<file path="config.mk">
export PLATFORM = sky130hd
export DESIGN_NAME = vga_screen_writer
export DESIGN_NICKNAME = d
export VERILOG_FILES = /design/src/rtl/hack_screen_pkg.sv /design/src/rtl/vga_screen_writer.sv
export SDC_FILE = /design/constraint.sdc
export NUM_CORES = 1
export LEC_CHECK = 0
export BUFFER_PORTS_ARGS = -buffer_cell sky130_fd_sc_hd__buf_2
export CORE_MARGIN = 8
export CORE_UTILIZATION = 45
export CTS_BUF_LIST = sky130_fd_sc_hd__clkbuf_8
export DETAILED_ROUTE_END_ITERATION = 7
export HOLD_SLACK_MARGIN = 0.03
export PLACE_DENSITY = 0.78
export RECOVER_POWER = 25
export SKIP_CTS_REPAIR_TIMING = 1
export SLEW_MARGIN = 20
export SYNTH_ARGS = -nofsm -noshare
export SYNTH_HDL_FRONTEND = slang
export SYNTH_SLANG_ARGS = --single-unit
export TNS_END_PERCENT = 50
</file>
<file path="constraint.sdc">
create_clock -name clk -period 2.49 [get_ports clk]
set_input_delay 0.498 -clock clk [delete_from_list [all_inputs] [get_ports clk]]
set_output_delay 0.498 -clock clk [all_outputs]
set_load 0.005 [all_outputs]
</file>
<file path="src/rtl/hack_screen_pkg.sv">
// Shared screen geometry, FSM state type and pixel addressing helper for the
// screen-RAM writers (vga_screen_writer, vga_screen_ctrl).
package hack_screen_pkg;

    localparam int SCREEN_W      = 512;
    localparam int SCREEN_H      = 256;
    localparam int WORDS         = 8192;
    localparam int PIX_PER_WORD  = 16;
    localparam int WORDS_PER_ROW = SCREEN_W / PIX_PER_WORD;

    typedef enum logic [1:0] {
        IDLE = 2'd0,
        RD   = 2'd1,
        WR   = 2'd2,
        CLR  = 2'd3
    } screen_state_t;

    typedef struct packed {
        logic [12:0] word;
        logic [3:0]  bit_idx;
    } pixel_loc_t;

    // A row is 32 words, so the word address is simply {y, x[8:4]} and the
    // low four bits of x pick the pixel inside that word.
    function automatic pixel_loc_t pixel_loc(input logic [8:0] x, input logic [7:0] y);
        pixel_loc_t loc;
        loc.word    = {y, x[8:4]};
        loc.bit_idx = x[3:0];
        return loc;
    endfunction

endpackage

</file>
<file path="src/rtl/vga_screen_writer.sv">
// Pixel writer for a 512x256 monochrome screen RAM. Single pixels are written
// with a read-modify-write of the containing 16-bit word; an optional clear
// engine fills the whole RAM with one colour, one word per cycle.
module vga_screen_writer
    import hack_screen_pkg::*;
#(
    parameter bit CLEAR_ENABLE = 1'b1
) (
    input  logic        clk,
    input  logic        rst,
    input  logic        req_valid,
    output logic        req_ready,
    input  logic [9:0]  req_x,
    input  logic [8:0]  req_y,
    input  logic        req_color,
    input  logic        clear_req,
    input  logic        clear_color,
    output logic        busy,
    output logic [12:0] ram_addr,
    output logic        ram_wen,
    output logic [15:0] ram_wdata,
    input  logic [15:0] ram_rdata
);

    localparam logic [9:0]  X_LIMIT  = 10'(SCREEN_W);
    localparam logic [8:0]  Y_LIMIT  = 9'(SCREEN_H);
    localparam logic [12:0] CLR_LAST = 13'(WORDS - 1);

    screen_state_t state;
    screen_state_t state_next;

    logic [12:0] cap_word;
    logic [3:0]  cap_bit;
    logic        cap_color;

    logic [12:0] clr_cnt;
    logic        clr_color;
    logic        clear_pending;

    logic        clear_hit;
    logic        accept;
    logic        in_range;
    pixel_loc_t  req_loc;

    assign clear_hit = CLEAR_ENABLE && clear_req;
    assign in_range  = (req_x < X_LIMIT) && (req_y < Y_LIMIT);
    assign req_loc   = pixel_loc(req_x[8:0], req_y[7:0]);
    assign req_ready = (state == IDLE) && !clear_hit && !clear_pending;
    assign accept    = req_valid && req_ready;
    assign busy      = (state != IDLE) || clear_pending;

    // Next-state logic: a clear (new or deferred) beats a pixel, out-of-range pixels are swallowed in IDLE.
    always_comb begin
        state_next = state;
        case (state)
            IDLE: begin
                if (clear_hit || clear_pending) begin
                    state_next = CLR;
                end else if (accept && in_range) begin
                    state_next = RD;
                end
            end
            RD:  state_next = WR;
            WR:  state_next = IDLE;
            CLR: begin
                if (clr_cnt == CLR_LAST) begin
                    state_next = IDLE;
                end
            end
            default: state_next = IDLE;
        endcase
    end

    // RAM drive is decoded from the state alone, so reset silences the bus without waiting for a clock.
    always_comb begin
        ram_addr  = '0;
        ram_wen   = 1'b0;
        ram_wdata = '0;
        case (state)
            RD: begin
                ram_addr = cap_word;
            end
            WR: begin
                ram_addr           = cap_word;
                ram_wen            = 1'b1;
                ram_wdata          = ram_rdata;
                ram_wdata[cap_bit] = cap_color;
            end
            CLR: begin
                ram_addr  = clr_cnt;
                ram_wen   = 1'b1;
                ram_wdata = {16{clr_color}};
            end
            default: begin
                ram_addr  = '0;
                ram_wen   = 1'b0;
                ram_wdata = '0;
            end
        endcase
    end

    // State register.
    always_ff @(posedge clk or posedge rst) begin
        if (rst) begin
            state <= IDLE;
        end else begin
            state <= state_next;
        end
    end

    // Latch the target word, bit and colour of every accepted pixel request.
    always_ff @(posedge clk or posedge rst) begin
        if (rst) begin
            cap_word  <= '0;
            cap_bit   <= '0;
            cap_color <= 1'b0;
        end else if (accept) begin
            cap_word  <= req_loc.word;
            cap_bit   <= req_loc.bit_idx;
            cap_color <= req_color;
        end
    end

    // Clear bookkeeping: defer requests that arrive mid-pixel, restart the counter on entry, ignore requests while clearing.
    always_ff @(posedge clk or posedge rst) begin
        if (rst) begin
            clear_pending <= 1'b0;
            clr_color     <= 1'b0;
            clr_cnt       <= '0;
        end else begin
            case (state)
                IDLE: begin
                    if (state_next == CLR) begin
                        clear_pending <= 1'b0;
                        clr_cnt       <= '0;
                        if (!clear_pending) begin
                            clr_color <= clear_color;
                        end
                    end
                end
                RD, WR: begin
                    if (clear_hit) begin
                        clear_pending <= 1'b1;
                        clr_color     <= clear_color;
                    end
                end
                CLR: begin
                    clr_cnt <= clr_cnt + 13'd1;
                end
                default: begin
                    clear_pending <= 1'b0;
                end
            endcase
        end
    end

endmodule
</file>
**Word level (Yosys, flattened, before mapping)**

Index checks and enable logic that the tools add are counted.

- Register bits: 35
- Latch bits: 0
- Bits in writable memories: 0
- ROM bits: 0
- Input port bits: 41
- Output and inout port bits: 32
- Word-level logic and storage cells: 58
- Memories kept: 0

- Add/sub/neg operators: 1
- Multipliers: 0
- Div/mod/pow operators: 0
- Magnitude comparators: 4
- Equal/unequal tests: 8
- Shift-type cells: 0
- Multiplexer cells: 19
- Bitwise gates (word level): 0
- Reductions and logical operators: 19

Operators with widths:

| kind | count |
|---|---|
| 13-bit one-hot mux with 2 select lines | 2 |
| 16-bit one-hot mux with 2 select lines | 1 |
| 16-bit bitwise mux | 1 |
| 13-bit by 1-bit adder with 13-bit output, second input constant | 1 |
| 13-bit == test, second input constant | 1 |
| 13-bit 2-to-1 mux | 1 |
| 10-bit less-than comparator, second input constant | 1 |
| 9-bit less-than comparator, second input constant | 1 |
| 2-bit one-hot mux with 4 select lines | 1 |
| 1-bit 2-to-1 mux | 7 |
| 2-bit == test, second input constant | 3 |
| 1-bit logical AND | 6 |
| 2-bit 2-to-1 mux | 3 |
| 2-bit nonzero test | 3 |
| 4-bit by 5-bit less-than comparator with 1-bit output, second input constant | 1 |
| 1-bit demux with 4-bit select | 1 |
| 4-bit by 1-bit >= comparator with 1-bit output, second input constant | 1 |
| 2-bit by 1-bit != test with 1-bit output, second input constant | 2 |
| 1-bit one-hot mux with 2 select lines | 2 |
| 4-bit AND reduction | 1 |
| 2-bit OR reduction | 2 |
| 3-bit AND reduction | 1 |
| 2-bit by 1-bit == test with 1-bit output, second input constant | 1 |
| 1-bit zero test | 2 |
| other kinds (4) | 5 |

**Depth between registers and ports, before layout**

- Word-level depth: 11
- Depth in mapped cells: 9
- Mapped depth without buffers: 7

**Worst setup path after synthesis**

Ideal clock, no wire load.

- Path kind: register to register
- Start: reg state[0]
- End: reg clr_cnt[5]
- Library setup time: 126 ps
- Data arrival time: 2135 ps
- Required time: 2364 ps
- Setup slack: 229 ps
- Stages on the path, launching flop included: 9
- Path buffers: 1
- Clock period less this slack: 2261 ps
- Cells stage by stage: dfrtp_1 inv_1 ha_1 buf_2 or4bb_1 nor4_1 o21bai_2 o21ai_0 a221o_1

- Word-level cells in the longest chain between the ends: 11
- Elaborated cells on any way between the ends: 17
- Those cells by class: eq/ne: 5; mux: 5; reduce/logical: 7

RTL lines:

| what | RTL line | source |
|---|---|---|
| start, declared | vga_screen_writer.sv:29 | `screen_state_t state;` |
| start signal, assigned | vga_screen_writer.sv:107 | `state <= state_next;` |
| 2-bit zero test | vga_screen_writer.sv:48, vga_screen_writer.sv:55, vga_screen_writer.sv:131 |  |
| 1-bit logical AND (2 in a row) | vga_screen_writer.sv:48 | `assign req_ready = (state == IDLE) && !clear_hit && !clear_pending;` |
| 1-bit logical AND | vga_screen_writer.sv:49 | `assign accept = req_valid && req_ready;` |
| 1-bit logical AND | vga_screen_writer.sv:59 | `end else if (accept && in_range) begin` |
| 2-bit 2-to-1 mux | vga_screen_writer.sv:59 |  |
| 2-bit 2-to-1 mux | vga_screen_writer.sv:57 | `if (clear_hit \|\| clear_pending) begin` |
| 2-bit one-hot mux with 4 select lines | vga_screen_writer.sv:55 | `case (state)` |
| 2-bit == test | vga_screen_writer.sv:133 | `if (state_next == CLR) begin` |
| 2-bit by 1-bit != test with 1-bit output (no line) | -- |  |
| 2-bit AND reduction (no line) | -- |  |
| end signal, assigned | vga_screen_writer.sv:148 | `clr_cnt <= clr_cnt + 13'd1;` |
| end, declared | vga_screen_writer.sv:36 | `logic [12:0] clr_cnt;` |

Several ways; a longest one is shown, not always the timed one.
A chain may end at the register's enable or synchronous reset.

**Worst setup path after layout**

- Start: reg state[1]
- End: reg clr_cnt[5]

Same word-level chain as after synthesis.

==> reports/metrics.cfg <==
[outcome]
outcome = finished, violations left
violations = max-capacitance violations, max-slew violations

[yosys]
yosysTopAreaCell = dfrtp_1
synthArstFlopShare_pct = 100
synthMostInstantiatedCell = dfrtp_1
seq_area_frac_synth_pct = 36.5
synth_cell_types = 42
synth_edf_count = 0
synth_area_leaders = dfrtp_1 37%, mux2_2 8.9%, mux2i_1 7.1%
synthesis.area_um2 = 2400
synth_cells = 277
synth_commonest_cells = 35 x dfrtp_1, 29 x nand2_1, 23 x nor2_1, 23 x o21ai_0, 19 x mux2_2
synth.avg_cell_area_um2 = 8.66
yosys_warnings = 0
synth-seq-cells = 35
ys.flop_type = dfrtp_1
synth.top_cell.area_share_pct = 36.5
synth_nets = 324

[global_routing]
grt_pass1_vias = 2391
grt_overflow = 0
grt_pass1_wl_mm = 11.2
grtUsageTotal_pct = 17.8
antenna_found_initial = 0
grt_max_degree = 36

[placement]
placed_cell_area_um2 = 2890
gp_congestion = 0.922
placed_cells = 417
port_buffers = 72
dp_hpwl_mm = 5.06

[cells_and_area]
fin_area_um2 = 3010
layout.cells.non_filler = 426
num-fill-cells = 493
area_growth_pct = 25.7
multi_input_area_um2 = 1410
layout.nets = 402
regArea_um2 = 876
drive_gt1_share_pct = 34.6
antenna_cells = 0

[timing]
hold_slack_ns = 0.436
slew_violations = 36
max_freq_ghz = 0.432
tightest_slew_ns = 1.92
rsz0062_at_grt = false
setup_viol = 0
finClkSkew_ns = 0.00422
period_share_pct = 92.9
relSlewSlack_pct = -28.1
finalHoldViolations = 0
period_minus_slack_ns = 2.31

[die]
io_pins = 73
core_area_um2 = 5140
die_w_um = 89.0
die_area_um2 = 7920
start_util_pct = 46.7
rows = 26
die_h_um = 89.0

[routing]
wl_per_cell_um = 16.2
vias_per_cell = 5.66
routed_wl_mm = 6.88
firstDrtPassIters = 4
antenna_left = 0
drc = 0
drt_iter0_markers = 96
vias = 2411

[worst_hold_path]
hp-class = in2reg
holdPathStages = 2
min_to = cap_bit[1]
hold_path.startpoint = req_x[1]

[clock_network]
cts_tree = yes
cts_max_path_buffers = 2
cts_made_buffers = 5
clkLatencyLatePin_ns = 0.29
htreeDepth = 2
clk_pin_slew_ns = 0.07
cts_num_sinks = 35
cts_root_buffer = clkbuf_8

[setup_path]
crit_arrival_ns = 2.49
r2r_cells = 8
critPathTopFamily = simple AND/OR/NAND/NOR gates
cp_data_required_time_ns = 2.67
crit_type = reg2reg
crit_chain = inv_1, ha_2, or4bb_1, nor4_2, o21bai_2, buf_4, o21ai_0, a221o_1
start_kind = flip-flop
r2r-start = state[1]
crit_buf_inv = 2
path_max_fanout = 7
crit_slowest_cell = or4bb_1
worst_r2r_endpoint = clr_cnt[5]
crit_path_max_incr_delay_ns = 0.53
end_kind = flip-flop
r2r_slack_ns = 0.18

[pwr]
peakVddDrop_uv = 395
leakage_nw = 1.45
powerDensity_nw_per_um2 = 363

[flow_run]
drv_cap = 1

## routing by layer
layer | up-vias | part of all wire (%) | GRT usage, %
met4 | 0 | 1.3 | 5.59
met2 | 103 | 46 | 29.6
met1 | 1128 | 42 | 21.3
li1 | 1170 | - | -
met5 | - | 0 | 0
met3 | 10 | 10 | 5.61
## placed cells by master, fill, tap and decap left out, drive strengths merged, types with 2 or more instances in the layout
cell    count
buf        87
dfrtp      35
nand2      29
o21ai      23
nor2       23
mux2       19
inv        18
mux2i      17
a21oi      12
nor3       10
nand3       8
nor4        8
clkbuf      8
o221ai      7
nand2b      6
nand4       6
ha          6
a31oi       4
or3         4
a22oi       4
o211ai      3
o31a        2
and3        2
## cell type report
class / count / share of cell area (%)
inverter: 17 / 2.12
tap: 70 / 2.91
clock inverter: 1 / 0.125
multi-input combinational: 208 / 46.8
clock buffer: 7 / 3.20
sequential: 35 / 29.1
timing repair buffer: 88 / 15.8
## flip-flops by register name (all words and copies together) (netlist names)
name,flops
clr_cnt,13
cap_word,13
cap_bit,4
state,2
cap_color,1
clr_color,1
clear_pending,1
## cells by family (layout without fill, tap and decap cells)
logic type	Yosys count	count (layout)	share of synthesized area, %
muxes	36	36	16.0
AOI/OAI and AO/OA	64	64	17.5
buffers and inverters	34	113	5.37
and+or+nand+nor	102	102	21.5
DFF	35	35	36.5
adders and majority gates	6	6	3.13
## power breakdown
| part | switching, W | total, W | internal [W] |
|---|---|---|---|
| combinational | 0.0000368 | 0.0000750 | 0.0000382 |
| clock | 0.000201 | 0.000450 | 0.000248 |
| sequential | 0.000000338 | 0.000570 | 0.000569 |
| total | 0.000239 | 0.00109 | 0.000856 |
## per-stage QoR
| stage | setup WS, ns | TNS [ns] | utilization, % | total power (W) |
|---|---|---|---|---|
| global placement | -0.0367 | -0.216 | 56.3 | 0.000654 |
| finish | 0.176 | 0 | 58.6 | 0.00109 |
| detailed placement | -0.106 | -0.753 | 56.3 | 0.000656 |
| global route | 0.0338 | 0 | 58.6 | 0.00113 |
| CTS | -0.123 | -0.859 | 58.3 | 0.00111 |
| floorplan | 0.229 | 0 | - | 0.000606 |
## worst max-delay path by stage
stage               startpoint     endpoint  cells past startpoint
finish                state[1]   clr_cnt[5]                      8
global route          state[1]   clr_cnt[5]                      8
CTS                   state[0]  clr_cnt[10]                      7
detailed placement    state[0]  clr_cnt[10]                      7
global placement      state[0]   clr_cnt[3]                      7
floorplan             state[0]   clr_cnt[5]                      8
Note: power is estimated with default switching activity, not from simulation.
